File: src/rtl/adc_mcp3002_responder_if.sv
// SPI pad bundle between an MCP3002-style master and the responder.
interface adc_mcp3002_responder_if;
    logic ADC_CLK;
    logic ADC_CS;
    logic ADC_Din;
    logic ADC_Dout;
    logic ADC_Dout_oe;

    modport master (output ADC_CLK, output ADC_CS, output ADC_Din,
                    input  ADC_Dout, input ADC_Dout_oe);
    modport slave  (input  ADC_CLK, input ADC_CS, input ADC_Din,
                    output ADC_Dout, output ADC_Dout_oe);
endinterface

File: src/rtl/adc_mcp3002_responder.sv
// MCP3002 emulator: oversamples the SPI pins in clk and answers commands
// with ch0/ch1 codes (single-ended or clamped differential).
module adc_mcp3002_responder #(
    parameter int SYNC_STAGES = 2
) (
    input  logic                          clk,
    input  logic                          rst_n,
    adc_mcp3002_responder_if.slave        adc,
    input  logic [9:0]                    ch0_data,
    input  logic [9:0]                    ch1_data,
    output logic [9:0]                    sample_out,
    output logic [2:0]                    cfg_out,
    output logic                          busy,
    output logic                          conv_done,
    output logic                          framing_err
);

    typedef enum logic [3:0] {
        IDLE, WAIT_START, GET_SGL, GET_ODD, GET_MSBF,
        NULL_BIT, DATA_MSB, DATA_LSB, TRAIL
    } state_t;

    function automatic logic [9:0] clamp_diff(input logic [9:0] a, input logic [9:0] b);
        logic signed [10:0] d;
        d = $signed({1'b0, a}) - $signed({1'b0, b});
        return d[10] ? 10'd0 : d[9:0];
    endfunction

    function automatic logic [9:0] sel_code(input logic sgl, input logic odd,
                                            input logic [9:0] c0, input logic [9:0] c1);
        if (sgl) return odd ? c1 : c0;
        return odd ? clamp_diff(c1, c0) : clamp_diff(c0, c1);
    endfunction

    logic [SYNC_STAGES-1:0] clk_sync_q, cs_sync_q, din_sync_q;
    logic                   sclk_prev_q;
    logic                   s_clk, s_cs, s_din, rise, fall;

    state_t     state_q, state_d;
    logic [9:0] code_q, code_d;
    logic       sgl_q, sgl_d, odd_q, odd_d, msbf_q, msbf_d;
    logic       got_msbf_q, got_msbf_d;
    logic [3:0] idx_q, idx_d;
    logic       dout_q, dout_d, oe_q, oe_d;
    logic [9:0] sample_q, sample_d;
    logic [2:0] cfg_q, cfg_d;
    logic       cdone_q, cdone_d, ferr_q, ferr_d;

    assign s_clk = clk_sync_q[SYNC_STAGES-1];
    assign s_cs  = cs_sync_q[SYNC_STAGES-1];
    assign s_din = din_sync_q[SYNC_STAGES-1];
    assign rise  = s_clk & ~sclk_prev_q;
    assign fall  = ~s_clk & sclk_prev_q;

    always_ff @(posedge clk or negedge rst_n) begin
        if (!rst_n) begin
            clk_sync_q  <= '0;
            cs_sync_q   <= '0;
            din_sync_q  <= '0;
            sclk_prev_q <= 1'b0;
        end else begin
            clk_sync_q  <= {clk_sync_q[SYNC_STAGES-2:0], adc.ADC_CLK};
            cs_sync_q   <= {cs_sync_q[SYNC_STAGES-2:0], adc.ADC_CS};
            din_sync_q  <= {din_sync_q[SYNC_STAGES-2:0], adc.ADC_Din};
            sclk_prev_q <= s_clk;
        end
    end

    always_ff @(posedge clk or negedge rst_n) begin
        if (!rst_n) begin
            state_q    <= IDLE;
            code_q     <= '0;
            sgl_q      <= 1'b0;
            odd_q      <= 1'b0;
            msbf_q     <= 1'b0;
            got_msbf_q <= 1'b0;
            idx_q      <= '0;
            dout_q     <= 1'b0;
            oe_q       <= 1'b0;
            sample_q   <= '0;
            cfg_q      <= '0;
            cdone_q    <= 1'b0;
            ferr_q     <= 1'b0;
        end else begin
            state_q    <= state_d;
            code_q     <= code_d;
            sgl_q      <= sgl_d;
            odd_q      <= odd_d;
            msbf_q     <= msbf_d;
            got_msbf_q <= got_msbf_d;
            idx_q      <= idx_d;
            dout_q     <= dout_d;
            oe_q       <= oe_d;
            sample_q   <= sample_d;
            cfg_q      <= cfg_d;
            cdone_q    <= cdone_d;
            ferr_q     <= ferr_d;
        end
    end

    always_comb begin
        state_d    = state_q;
        code_d     = code_q;
        sgl_d      = sgl_q;
        odd_d      = odd_q;
        msbf_d     = msbf_q;
        got_msbf_d = got_msbf_q;
        idx_d      = idx_q;
        dout_d     = dout_q;
        oe_d       = oe_q;
        sample_d   = sample_q;
        cfg_d      = cfg_q;
        cdone_d    = 1'b0;
        ferr_d     = 1'b0;

        // CS release aborts from any active state; only mid-command/data counts as an error.
        if (state_q != IDLE && s_cs) begin
            state_d = IDLE;
            oe_d    = 1'b0;
            dout_d  = 1'b0;
            ferr_d  = (state_q == GET_SGL)  || (state_q == GET_ODD)  ||
                      (state_q == GET_MSBF) || (state_q == NULL_BIT) ||
                      (state_q == DATA_MSB) || (state_q == DATA_LSB);
        end else begin
            case (state_q)
                IDLE: if (!s_cs) begin
                    state_d = WAIT_START;
                    oe_d    = 1'b1;
                    dout_d  = 1'b0;
                end
                WAIT_START: if (rise && s_din) state_d = GET_SGL;
                GET_SGL: if (rise) begin
                    sgl_d   = s_din;
                    state_d = GET_ODD;
                end
                GET_ODD: if (rise) begin
                    odd_d      = s_din;
                    code_d     = sel_code(sgl_q, s_din, ch0_data, ch1_data);
                    got_msbf_d = 1'b0;
                    state_d    = GET_MSBF;
                end
                GET_MSBF: begin
                    // The fall between ODD and MSBF arrives first and must be skipped.
                    if (rise && !got_msbf_q) begin
                        msbf_d     = s_din;
                        got_msbf_d = 1'b1;
                        cfg_d      = {sgl_q, odd_q, s_din};
                    end else if (fall && got_msbf_q) begin
                        dout_d  = 1'b0;
                        state_d = NULL_BIT;
                    end
                end
                NULL_BIT: if (fall) begin
                    dout_d  = code_q[9];
                    idx_d   = 4'd8;
                    state_d = DATA_MSB;
                end
                DATA_MSB: if (fall) begin
                    dout_d = code_q[idx_q];
                    if (idx_q == 4'd0) begin
                        sample_d = code_q;
                        cdone_d  = msbf_q;
                        idx_d    = 4'd1;
                        state_d  = msbf_q ? TRAIL : DATA_LSB;
                    end else begin
                        idx_d = idx_q - 4'd1;
                    end
                end
                DATA_LSB: if (fall) begin
                    dout_d = code_q[idx_q];
                    if (idx_q == 4'd9) begin
                        cdone_d = 1'b1;
                        state_d = TRAIL;
                    end else begin
                        idx_d = idx_q + 4'd1;
                    end
                end
                TRAIL: if (fall) dout_d = 1'b0;
                default: state_d = IDLE;
            endcase
        end
    end

    assign adc.ADC_Dout    = dout_q;
    assign adc.ADC_Dout_oe = oe_q;
    assign sample_out      = sample_q;
    assign cfg_out         = cfg_q;
    assign busy            = (state_q != IDLE);
    assign conv_done       = cdone_q;
    assign framing_err     = ferr_q;

endmodule

File: src/flat_wrapper.sv
// flat-port wrapper written by rule: the top's interface ports become plain ports
module adc_mcp3002_responder_flat 
#(
    parameter int SYNC_STAGES = 2
)
  (clk, rst_n, ch0_data, ch1_data, sample_out, cfg_out, busy, conv_done, framing_err, adc_ADC_CLK, adc_ADC_CS, adc_ADC_Din, adc_ADC_Dout, adc_ADC_Dout_oe);
  adc_mcp3002_responder_if adc_i ();
  input  logic clk;
  input  logic rst_n;
  input  logic [9:0] ch0_data;
  input  logic [9:0] ch1_data;
  output logic [9:0] sample_out;
  output logic [2:0] cfg_out;
  output logic busy;
  output logic conv_done;
  output logic framing_err;
  input wire logic [$bits(adc_i.ADC_CLK)-1:0] adc_ADC_CLK;
  input wire logic [$bits(adc_i.ADC_CS)-1:0] adc_ADC_CS;
  input wire logic [$bits(adc_i.ADC_Din)-1:0] adc_ADC_Din;
  output wire logic [$bits(adc_i.ADC_Dout)-1:0] adc_ADC_Dout;
  output wire logic [$bits(adc_i.ADC_Dout_oe)-1:0] adc_ADC_Dout_oe;
  assign adc_i.ADC_CLK = adc_ADC_CLK;
  assign adc_i.ADC_CS = adc_ADC_CS;
  assign adc_i.ADC_Din = adc_ADC_Din;
  assign adc_ADC_Dout = adc_i.ADC_Dout;
  assign adc_ADC_Dout_oe = adc_i.ADC_Dout_oe;
  adc_mcp3002_responder #(.SYNC_STAGES(SYNC_STAGES)) u_core (.clk(clk), .rst_n(rst_n), .adc(adc_i), .ch0_data(ch0_data), .ch1_data(ch1_data), .sample_out(sample_out), .cfg_out(cfg_out), .busy(busy), .conv_done(conv_done), .framing_err(framing_err));
endmodule
File: config.mk
export PLATFORM = sky130hd
export DESIGN_NAME = adc_mcp3002_responder_flat
export DESIGN_NICKNAME = d
export VERILOG_FILES = /design/src/rtl/adc_mcp3002_responder_if.sv /design/src/rtl/adc_mcp3002_responder.sv /design/src/flat_wrapper.sv
export SDC_FILE = /design/constraint.sdc
export NUM_CORES = 1
export LEC_CHECK = 0
export ABC_AREA = 1
export BUFFER_PORTS_ARGS = -buffer_cell sky130_fd_sc_hd__buf_2
export CAP_MARGIN = 20
export CORE_MARGIN = 2
export CORE_UTILIZATION = 25
export DETAILED_ROUTE_END_ITERATION = 12
export MAX_ROUTING_LAYER = met4
export SLEW_MARGIN = 20
export SYNTH_ARGS = -nofsm -noshare
export SYNTH_HDL_FRONTEND = slang
export SYNTH_SLANG_ARGS = --single-unit
File: constraint.sdc
create_clock -name clk -period 2 [get_ports clk]
set_input_delay 0.1 -clock clk [delete_from_list [all_inputs] [get_ports clk]]
set_output_delay 0.1 -clock clk [all_outputs]
set_load 0.01 [all_outputs]
# == After elaboration in Yosys (flattened, before gate mapping) ==
# Index checks and enable logic that the tools add are counted.
# W data, S select, Z words.
# word_totals
register_bits,46
output_inout_bits,18
elab_cells,137
# op_classes
addsub,4
n_lt_le_gt_ge,1
n_eq_ne,30
n_mux,53
bitwise_logic,5
n_reduce_logical,27
# op_table
cell,n
$mux W4,18
$mux W10,6
$pmux W4 S9,1
$ne A3 B1 Y1 const B,8
$mux W1,23
$sub A10 B10 Y11,2
$eq A4 B3 Y1 const B,4
$ne A3 B2 Y1 const B,4
$pmux W4 S3,1
$reduce_and A12 Y1,1
$ne A2 B1 Y1 const B,5
$reduce_and A3 Y1,3
$eq A4 B2 Y1 const B,2
$eq A4 B4 Y1 const B,2
$logic_not A4 Y1,2
$reduce_and A4 Y1,2
$reduce_and A7 Y1,1
$ne A2 B2 Y1 const B,3
$reduce_and A6 Y1,1
$reduce_bool A6 Y1,1
$logic_or A1 B1 Y1,5
$lt A4 B5 Y1 const B,1
$pmux W1 S5,1
$add A4 B1 Y4 const B,1
other kinds (14),22

# == Longest topological paths before layout ==
# Gate-level depths: netlist of the first run.
# depth
depth_word,7
ltp_mapped,14
mapped_depth_nobuf,14

# == Worst setup path before layout of the first run ==
# Ideal clock, no wire load.
# synth_timing
path_kind,reg-to-reg
from,register u_core.state_q[0]
to,"register u_core.dout_q, in the netlist u_core.adc.ADC_Dout"
setup_time_ns,0.123
t_arrival_ns,1.942
t_required_ns,1.877
setup_slack_ns,-0.065
path_stages_with_launch,14
path_buffers,2
period_less_slack_ns,2.065
cell_sequence,dfrtp_1 buf_2 inv_1 nand2_2 nor2_1 inv_1 ha_1 buf_2 nor4_1 o21ai_0 nand3_1 nor2_1 o21ai_0 nand2_1
# synth_via
elab_chain_cells,4
elab_cells_between_ends,19
# synth_lines
item,line,source
from (decl),adc_mcp3002_responder.sv:39,"state_t state_q, state_d;"
from (signal assigned),adc_mcp3002_responder.sv:85,state_q <= state_d;
$reduce_bool A4 Y1 (*),n/a,
via busy,flat_wrapper.sv:14,output logic busy;
$logic_and A1 B1 Y1 (*),adc_mcp3002_responder.sv:117,if (state_q != IDLE && s_cs) begin
"$ne A3 B1 Y1 (no source line), or another cell as far along",n/a,
$reduce_and A7 Y1 (no source line),n/a,
to (signal assigned),adc_mcp3002_responder.sv:92,dout_q <= dout_d;
to (decl),adc_mcp3002_responder.sv:44,"logic dout_q, dout_d, oe_q, oe_d;"
# The timed path passes the listed nets; every way through them passes the cells marked *.
# A chain may end at the register's enable or synchronous reset.

# == Worst setup path in the final report of the first run ==
# layout_timing
from,register u_core.state_q[3]
to,register u_core.idx_q[3]
# layout_via
elab_chain_cells,4
elab_cells_between_ends,13
# layout_lines
item,line,source
"parallel branches: the longest is 4 deep, another holds $reduce_and A6 Y1",n/a,
to (signal assigned),adc_mcp3002_responder.sv:91,idx_q <= idx_d;
to (decl),adc_mcp3002_responder.sv:43,"logic [3:0] idx_q, idx_d;"
# Several ways; the timed one is not identified.

==> metrics.cfg, run 1 <==
[run_status]
status=completed

[critical_path]
crit_slowest_cell=dfrtp_1
cp_top_family=simple AND/OR/NAND/NOR gates
cp.required_ns=2.16
start_kind=flop
cp.arrival_ns=2.04
slowest_delay_ns=0.39
critPathKind=reg -> reg
cp_max_fo=6
crit_top_cell=nor2_2
worstPathCellList=nor2_2 > inv_1 > nor2_2 > inv_2 > ha_4 > nor2_2 > nand2_1 > nor2_2 > inv_2 > a211oi_2 > a21oi_1
critPathBufInv=3
endpoint_kind=flop

[timing]
fin_crit_ns=1.878
setup_viol=0
hold_slack_ns=0.2134
max_slew_margin_pct=67.51
clock_skew_ns=0.008034
hold_viol_final=0
fin_tns_setup_ns=0
drv_slew=0
worst_pin_slew_ns=0.4873
fmax_mhz=532.4
finalCritPeriodShare_pct=93.91
layout_setup_ws_ns=0.1218

[die]
io_pins=43
fp.dieH_um=122.7
core-area_um2=13830
dieWidth_um=122.7
dieArea_um2=15050
start_util_pct=25.46
num_rows=43

[synth]
synth.distinct_cells=35
ys_ff_latch=45
synth_area_um2=3521
synth_top_flop_cell=dfrtp_1
ys_seq_area_share_pct=31.98
synth_nets=557
async_reset_ff_share_pct=100.0
yosys_warnings=0
synth-edff-count=0
synthCells=504
syn_avg_cell_area_um2=6.986

[final_layout]
fill_cells=1465
fin_nets=622
drive_above_1_share_pct=20.00
synthToLayoutAreaGrowth_pct=22.78
insertedDiodeCount=0

[global_routing]
gr-total-overflow=0
track_usage_pct=13.14
grt_max_degree=29
antenna_found_initial=0
grt_pass1_vias=3177
grt_pass1_wl_um=15350

[power]
ir_drop_uv=454.9
power_density_nw_per_um2=987.0
p_leak_nw=2.217

[placed_design]
preCtsSetupSlack_ns=0.03675
finalWeightedCongestion=0.9111
dp_hpwl_um=7510
port_buffers=42

[hold_path]
hp-class=in -> reg

[routing]
drt_wl_total_um=9084
num_vias=3340
drc_errors=0
wl_per_cell_um=12.11
viasPerCell=4.453
ant_nets=0
first_iter_violations=236
first_pass_iters=5

[clock_tree]
clk_latency_ns=0.29
cts_buffers=5
cts_buffer_depth=2
clock_sinks=45
h-tree-depth=2
clk_pin_slew_ns=0.07
cts_root_buf=clkbuf_16
cts_tree=done

[run]
max-cap-violations=0

## worst paths after layout
path,start,end,slack (ns),depth (start not counted)
max reg2reg,u_core.state_q[3],u_core.idx_q[3],0.12,11
min in group asynchronous,rst_n,u_core.adc.ADC_Dout_oe,0.27,2
min,ch0_data[0],u_core.code_q[0],0.21,3
max,u_core.state_q[3],u_core.idx_q[3],0.12,11
max in group asynchronous,rst_n,u_core.sample_out[4],1.03,3
min reg2reg,u_core.din_sync_q[0],u_core.din_sync_q[1],0.35,0
## power by group
group          total, W  switching, W  internal (W)
Combinational   0.00202       0.00122      0.000803
Clock          0.000859      0.000378      0.000481
Sequential      0.00139      0.000215       0.00117
## through the flow
stage               std cells  power (W)  utilization [%]  area, um2
CTS                       750   0.004262            31.06       4294
floorplan                 504   0.002670                -       3532
global route              750   0.004639            31.26       4323
finish                    750   0.004267            31.26       4323
global placement          738   0.003375            29.65       4100
detailed placement        738   0.003370            29.65       4100
## area by class of cell
class                      instances  area (um2)  area share, %
clock inverter                     3       28.78         0.6657
clock buffer                       5       125.1          2.894
sequential                        45        1126          26.05
multi-input combinational        370        2083          48.19
inverter                          73       274.0          6.339
tap                              180       225.2          5.210
timing repair buffer              74       460.4          10.65
## cells by family (layout without fill, tap and decap cells)
kind of cell    Yosys count  in the layout  synth area share [%]
xor+xnor                 12             12                 2.985
mux                       5              5                 1.599
simple gates            227            227                 27.58
compound gates           98             98                 15.49
buf+inv                  89            155                 9.985
fa+ha+maj                28             28                 10.38
flops                    45             45                 31.98
## cell usage after synthesis (3+ instances only)
cell type  instances  area share (%)
clkbuf_1           6            0.64
a21oi_1           34             4.8
o211ai_1           4            0.85
o21ai_1            6            0.85
o31ai_1            3            0.64
a21oi_2            3            0.75
nand2_2            5            0.89
xor2_1             6             1.5
nand2_1          118              13
mux2_2             5             1.6
o21ai_0           37             5.3
buf_2              6            0.85
ha_1              26             9.2
dfrtp_1           45              32
o21bai_1           3            0.64
nor2_1            51             5.4
nand4_1            4            0.71
inv_2              4            0.43
nor2_2             5            0.89
nor2_4             4             1.3
nand3_1           35             5.0
inv_1             68             7.2
xnor2_1            6             1.5
## worst reg2reg max path: stages, from the launching register on
cell and delay [ns]:
dfrtp_1 0.39, nor2_2 0.13, inv_1 0.08, nor2_2 0.17, inv_2 0.07, ha_4 0.19, nor2_2 0.14, nand2_1 0.08
nor2_2 0.13, inv_2 0.08, a211oi_2 0.21, a21oi_1 0.08
## cells in the final DEF, fill, tap and decap left out, types with 3 or more instances in the layout
master and instances:
a21oi_1 34, a21oi_2 3, buf_2 42, buf_4 28, clkbuf_16 5, dfrtp_1 45
dlygate4sd3_1 4, ha_1 25, inv_1 66, inv_2 6, mux2_2 5, nand2_1 118
nand2_2 5, nand3_1 35, nand4_1 4, nor2_1 48, nor2_2 8, nor2_4 4
o211ai_1 4, o21ai_0 37, o21ai_1 6, o21bai_1 3, o31ai_1 3, xnor2_1 6
xor2_1 6
## metal layers
| metal | share of wire (%) | GRT usage (%) | vias up |
|---|---|---|---|
| met2 | 49 | 22.51 | 64 |
| met1 | 47 | 16.66 | 1521 |
| met5 | 0 | - | - |
| met4 | 1.0 | 2.945 | 0 |
| li1 | - | - | 1748 |
| met3 | 3.0 | 1.394 | 7 |
## sequential cells by signal (all words and copies together), names as in the netlist, 2 cells and up
signal and flops:
u_core.din_sync_q 2, u_core.idx_q 4, u_core.clk_sync_q 2, u_core.cfg_out 3, u_core.cs_sync_q 2, u_core.sample_out 10
u_core.code_q 10, u_core.state_q 4
## timing repair
item | in CTS | in global routing
setup endpoints to repair | 0 | 21
hold endpoints to repair | 20 | 0
hold buffers | 4 | 0
resized for setup | 0 | 7
setup buffers | 0 | 0
No activity file was read; power rests on OpenSTA's default activity.
==> run 2: changes to the inputs <==
- CELL_PAD_IN_SITES_DETAIL_PLACEMENT: not set -> 1
- CELL_PAD_IN_SITES_GLOBAL_PLACEMENT: not set -> 2
- PLACE_DENSITY_LB_ADDON: not set -> 0.1
==> run 2 against run 1 <==
Against the previous run: worst setup slack improved by 0.031 ns; die area unchanged; critical path depth unchanged; register-to-register slack improved by 0.03 ns; clock power increased by 26%.
==> metrics.cfg, run 2 (synthesis results as in run 1) <==
[routing]
num_vias=3438  ; was 3,340
drc_errors=0  ; unchanged
first_pass_iters=4  ; was 5
wl_per_cell_um=14.76  ; was 12.11 um
ant_nets=0  ; unchanged
viasPerCell=4.518  ; was 4.453
first_iter_violations=121  ; was 236
drt_wl_total_um=11230  ; was 9084 um

[timing]
worst_pin_slew_ns=0.5640  ; was 0.4873 ns
hold_viol_final=0  ; unchanged
setup_viol=0  ; unchanged
rsz0062_at_grt=false
drv_slew=0  ; unchanged
finalCritPeriodShare_pct=92.35  ; was 93.91%
fmax_mhz=541.4  ; was 532.4 MHz
fin_tns_setup_ns=0  ; unchanged
max_slew_margin_pct=62.40  ; was 67.51%
fin_crit_ns=1.847  ; was 1.878 ns
clock_skew_ns=0.009854  ; was 0.008034 ns

[die]
start_util_pct=25.46  ; unchanged
core-area_um2=13830  ; unchanged
dieWidth_um=122.7  ; unchanged
io_pins=43  ; unchanged
dieArea_um2=15050  ; unchanged
fp.dieH_um=122.7  ; unchanged
num_rows=43  ; unchanged

[global_routing]
grt_pass1_wl_um=18910  ; was 15,350 um
grt-busiest-layer=met2  ; unchanged
grt_use_met2_pct=29.18  ; was 22.51%
gr-total-overflow=0  ; unchanged
track_usage_pct=16.50  ; was 13.14%
grt_util_met1_pct=20.10  ; was 16.66%
grt_util_met3_pct=1.533  ; was 1.394%
grt_pass1_vias=3677  ; was 3,177
grt_max_degree=24  ; was 29
antenna_found_initial=0  ; unchanged

[final_layout]
insertedDiodeCount=0  ; unchanged
multiInputGateArea_um2=2083  ; unchanged
fin_nets=633  ; was 622
ff_latch_area_um2=1126  ; unchanged
fill_cells=1710  ; was 1,465
utilization_pct=32.30  ; was 31.26%
layout_commonest_cell=nand2_1  ; unchanged
design_area_um2=4467  ; was 4323 um2
synthToLayoutAreaGrowth_pct=26.87  ; was 22.78%
drive_above_1_share_pct=21.00  ; was 20.00%
final_cell_mix=118 x nand2_1, 68 x inv_1, 48 x nor2_1  ; was 118 x nand2_1, 66 x inv_1, 48 x nor2_1

[clock_tree]
cts_buffers=5  ; unchanged
h-tree-depth=2  ; unchanged
clock_sinks=45  ; unchanged
cts_root_buf=clkbuf_16  ; unchanged
clk_latency_ns=0.29  ; about the same
cts_tree=done  ; unchanged
cts_buffer_depth=2  ; unchanged
clk_pin_slew_ns=0.07  ; about the same

[placed_design]
finalWeightedCongestion=0.8521  ; was 0.9111
dp_hpwl_um=9406  ; was 7510 um
port_buffers=42  ; unchanged
place_area_um2=4208  ; was 4100 um2

[critical_path]
critPathKind=reg -> reg  ; unchanged
cp.required_ns=2.17  ; was 2.16 ns
start_kind=flop  ; unchanged
cp.arrival_ns=2.01  ; was 2.04 ns
reg2reg_setup_slack_ns=0.15  ; was 0.12 ns
endpoint_kind=flop  ; unchanged
cp_max_fo=6  ; unchanged

[run]
max-cap-violations=0  ; unchanged

[power]
power_density_nw_per_um2=1032  ; was 987.0 nW/um2
ir_drop_uv=377.2  ; was 454.9 uV
p_leak_nw=2.294  ; was 2.217 nW

[hold_path]
hp-class=in -> reg  ; unchanged

[run_status]
status=completed  ; unchanged

==> run 2: changes by cell type in the layout (fill, tap and decap cells not counted), sizes merged <==
cell | previous run | this run
clkinv | 1 | 2
buf | 70 | 81
bufinv | 0 | 2
inv | 75 | 72
==> run 2: final timing paths <==
| path | startpoint | end | depth (start not counted) |
|---|---|---|---|
| setup / recovery | u_core.state_q[3] | u_core.idx_q[3] | 11 |
| hold / removal | ch0_data[0] | u_core.code_q[0] | 3 |
| setup reg to reg | u_core.state_q[3] | u_core.idx_q[3] | 11 |
| hold reg to reg | u_core.clk_sync_q[0] | u_core.clk_sync_q[1] | 0 |
| max in group asynchronous | rst_n | u_core.got_msbf_q | 3 |
| min in group asynchronous | rst_n | u_core.conv_done | 2 |
==> run 2: layout make-up <==
cell class	count	share of cell area [%]
Tap cell	180	5.042
Clock buffer	5	2.801
Clock inverter	3	1.457
Sequential cell	45	25.21
Inverter	73	6.134
Timing Repair Buffer	85	12.72
Multi-Input combinational cell	370	46.64
==> run 2: repair_timing <==
action / CTS / global route
gates resized for setup: 1 / 4
setup endpoints to repair: 1 / 14
buffers inserted: 0 / 0
hold endpoints to repair: 25 / 0
hold buffers: 4 / 0
==> run 2: metrics by stage <==
step | hold slack [ns] | total power, W | worst slack [ns] | std cells
final | 0.2020 | 0.004611 | 0.1530 | 761
after global routing | 0.2295 | 0.005050 | 0.003689 | 761
after CTS | 0.1898 | 0.004638 | 0.07455 | 761
after detailed placement | 0.1299 | 0.003519 | 0.006990 | 749
after global placement | 0.1261 | 0.003518 | 0.04740 | 749
after floorplan | -0.1956 | 0.002670 | 0.0004454 | 504
==> run 2: power by group <==
group | total (W) | internal, W | switching, W
Sequential | 0.00140 | 0.00117 | 0.000223
Combinational | 0.00213 | 0.000856 | 0.00127
Clock | 0.00108 | 0.000714 | 0.000368
Total | 0.00461 | 0.00274 | 0.00187
==> run 2: metal layers <==
layer	routed length [um]	up-vias
met5	0	-
met4	150	0
met3	164	9
met2	5786	28
met1	5131	1632
li1	-	1769
==> run 2: critical path: stages, from the launching register on <==
cell      delay (ns)
dfrtp_1         0.39
nor2_2          0.13
inv_1           0.08
nor2_2          0.10
inv_1           0.09
ha_4            0.21
nor2_4          0.13
nand2_1         0.07
nor2_2          0.16
inv_2           0.08
a211oi_1        0.21
a21oi_1         0.07
==> run 3: changes to the inputs <==
- ABC_AREA: 1 -> not set
==> run 3 against run 2 <==
Against the previous run: the flow now finishes with violations (negative setup slack); sequential cell count unchanged; critical endpoint is now u_core.code_q[9]; routed wire length is 2.8% higher; die area rose by 0.34%; hold slack better by 0.037 ns; core utilization up 4.2 points; synthesized cell count shrank 20%; area after synthesis is 0.36% higher; fmax down 17%.
==> metrics.cfg, run 3 <==
[routing]
drt_wl_total_um=11550  ; was 11,230 um
wl_per_cell_um=16.13  ; was 14.76 um
first_iter_violations=122  ; was 121
drc_errors=0  ; unchanged
first_pass_iters=4  ; unchanged
num_vias=3425  ; was 3,438
viasPerCell=4.784  ; was 4.518
ant_nets=0  ; unchanged

[final_layout]
drive_above_1_share_pct=37.69  ; was 21.00%
ff_latch_area_um2=1126  ; unchanged
multiInputGateArea_um2=2384  ; was 2083 um2
insertedDiodeCount=0  ; unchanged
utilization_pct=36.48  ; was 32.30%
layout_commonest_cell=buf_4  ; was nand2_1
fin_nets=589  ; was 633
fill_cells=1637  ; was 1,710
synthToLayoutAreaGrowth_pct=42.74  ; was 26.87%
final_cell_mix=96 x buf_4, 45 x dfrtp_1, 42 x buf_2  ; was 118 x nand2_1, 68 x inv_1, 48 x nor2_1

[global_routing]
gr-total-overflow=0  ; unchanged
grt_max_degree=29  ; was 24
antenna_found_initial=0  ; unchanged
track_usage_pct=16.62  ; was 16.50%
grt_pass1_vias=3664  ; was 3,677
grt_pass1_wl_um=18970  ; was 18,910 um

[timing]
finalCritPeriodShare_pct=111.9  ; was 92.35%
fin_crit_ns=2.239  ; was 1.847 ns
clock_skew_ns=0.001203  ; was 0.009854 ns
setup_viol=33  ; was 0
rsz0062_at_grt=true  ; was false
hold_viol_final=0  ; unchanged
layout_setup_ws_ns=-0.2386  ; was 0.1530 ns
drv_slew=0  ; unchanged
max_slew_margin_pct=58.98  ; was 62.40%
worst_pin_slew_ns=0.6153  ; was 0.5640 ns
fmax_mhz=446.7  ; was 541.4 MHz

[die]
dieWidth_um=122.9  ; was 122.7 um
core-area_um2=13830  ; unchanged
start_util_pct=25.55  ; was 25.46%
dieArea_um2=15100  ; was 15,050 um2
num_rows=43  ; unchanged
io_pins=43  ; unchanged
fp.dieH_um=122.9  ; was 122.7 um

[placed_design]
port_buffers=42  ; unchanged
dp_hpwl_um=9199  ; was 9406 um
finalWeightedCongestion=0.8242  ; was 0.8521

[clock_tree]
clk_latency_ns=0.29  ; about the same
cts_buffer_depth=2  ; unchanged
cts_root_buf=clkbuf_16  ; unchanged
clock_sinks=45  ; unchanged
cts_tree=done  ; unchanged
cts_buffers=5  ; unchanged
clk_pin_slew_ns=0.06  ; was 0.07 ns
h-tree-depth=2  ; unchanged

[critical_path]
critPathKind=reg -> reg  ; unchanged
cp.arrival_ns=2.47  ; was 2.01 ns
start_kind=flop  ; unchanged
cp_max_fo=7  ; was 6
endpoint_kind=flop  ; unchanged
cp.required_ns=2.23  ; was 2.17 ns

[synth]
synthTopCellsByCount=45 x dfrtp_1, 33 x nand2_1, 30 x inv_1  ; was 118 x nand2_1, 68 x inv_1, 51 x nor2_1
synthAdderAreaFrac_pct=10.34  ; was 10.38%
synth.distinct_cells=66  ; was 35
ys_ff_latch=45  ; unchanged
synth_area_leaders=dfrtp_1 32%, ha_1 9.2%, a21oi_1 4.1%  ; was dfrtp_1 32%, nand2_1 13%, ha_1 9.2%
yosys.area_share.simple_pct=18.48  ; was 27.58%
syn_avg_cell_area_um2=8.746  ; was 6.986 um2
ys_seq_area_share_pct=31.87  ; was 31.98%
synth_area_um2=3533  ; was 3521 um2
synth_compound_area_share_pct=22.52  ; was 15.49%
yosys.area.top_type=dfrtp_1  ; unchanged
yosys_warnings=0  ; unchanged
synth_nets=457  ; was 557
synth_top_area_share_pct=31.87  ; was 31.98%
synth_top_flop_cell=dfrtp_1  ; unchanged
synth.area.mux_share_pct=8.003  ; was 1.599%
synth_top_family_by_area=compound AO/OA/AOI/OAI gates  ; was simple AND/OR/NAND/NOR gates
synthCells=404  ; was 504
synth-edff-count=0  ; unchanged
async_reset_ff_share_pct=100.0  ; unchanged
synth-xor-area-share_pct=2.231  ; was 2.985%
yosysMostFrequentCell=dfrtp_1  ; was nand2_1

[power]
p_switching_w=0.002027  ; was 0.001866 W
power_frac_seq_pct=29.1  ; was 30.3%
p_leak_nw=2.443  ; was 2.294 nW
intPower_w=0.003071  ; was 0.002745 W
power_density_nw_per_um2=1011  ; was 1032 nW/um2
finalPower_w=0.005098  ; was 0.004611 W
ir_drop_uv=364.3  ; was 377.2 uV
clockPowerShare_pct=16.4  ; was 23.5%
combPwrFrac_pct=54.5  ; was 46.2%
sw_frac_of_total_pct=39.76  ; was 40.47%

[run_status]
violations=negative setup slack
status=complete, but fails checks  ; was completed

[run]
max-cap-violations=0  ; unchanged

[hold_path]
hp-class=in -> reg  ; unchanged

-- run 3: cell types whose count changed in the layout (fill, tap and decap cells not counted), sizes merged, moves of 6 or more --
| cell | delta |
|---|---|
| nor2 | -36 |
| nand2b | +8 |
| inv | -42 |
| nand3 | -30 |
| nand2 | -90 |
| a21oi | -8 |
| a21o | +6 |
| buf | +64 |
| o21ai | -12 |
| mux2i | +8 |
| mux2 | +9 |
| nor3 | +9 |
| nor2b | +8 |
-- run 3: final timing paths --
path,start,end,slack (ns),depth (start not counted)
worst max register to register,u_core.state_q[0],u_core.code_q[9],-0.24,10
max in group asynchronous,rst_n,u_core.idx_q[1],1.03,3
worst max-delay path,u_core.state_q[0],u_core.code_q[9],-0.24,10
min in group asynchronous,rst_n,u_core.state_q[2],0.37,2
worst min register to register,u_core.din_sync_q[0],u_core.din_sync_q[1],0.35,0
worst min-delay path,ch1_data[0],u_core.code_q[0],0.24,5
-- run 3: final cells by class --
cell class	count	share of cell area [%]
clock buffer	6	2.754
multi-input combinational	305	47.26
tap	180	4.465
timing repair buffer	149	20.81
clock inverter	1	0.1488
inverter	30	2.233
sequential	45	22.33
-- run 3: timing repair --
item | in CTS | in global routing
setup endpoints to repair | 33 | 36
hold buffers | 4 | 0
pin swaps | 15 | 14
buffers inserted | 7 | 3
gates resized for setup | 32 | 28
cloned | 2 | 0
hold endpoints to repair | 29 | 0
-- run 3: power by group through the flow --
stage	combinational, W	sequential [W]	clock (W)
2_1_floorplan	0.00151	0.00141	0
3_3_place_gp	0.00247	0.00148	0
3_5_place_dp	0.00248	0.00149	0
4_1_cts	0.00267	0.00149	0.000868
5_1_grt	0.00308	0.00153	0.000896
6_report	0.00278	0.00148	0.000835
-- run 3: critical path, cell delays in order, from the launching register on --
cell and delay, ns:
dfrtp_1 0.38, or2_4 0.25, or3_4 0.35, ha_4 0.19, nor2_4 0.10, buf_6 0.11
nand4_1 0.18, buf_6 0.22, nor2_1 0.07, and4b_1 0.21, a211o_1 0.11
-- run 3: logic make-up (layout without fill, tap and decap cells) --
group	count (synthesis)	count (layout)
buf+inv	55	186
xor+xnor	9	9
mux	24	24
flops	45	45
compound gates	118	118
simple gates	125	126
fa+ha+maj	28	28
-- run 3: metrics by stage --
| stage | instances | TNS, ns | hold WS, ns | instance area, um2 | setup slack, ns |
|---|---|---|---|---|---|
| global route | 716 | -9.008 | 0.2864 | 5044 | -0.3822 |
| floorplan | 404 | -12.28 | -0.1956 | 3582 | -0.5472 |
| finish | 716 | -5.955 | 0.2391 | 5044 | -0.2386 |
| global placement | 694 | -8.821 | 0.1533 | 4571 | -0.3877 |
| CTS | 714 | -6.511 | 0.2414 | 4923 | -0.2725 |
| detailed placement | 694 | -10.03 | 0.1533 | 4571 | -0.4423 |
-- run 3: routing by layer --
metal / global-route usage [%] / part of all wire (%)
met5: - / 0
met4: 4.885 / 1.7
met3: 1.859 / 1.8
met2: 28.83 / 51
met1: 20.27 / 45
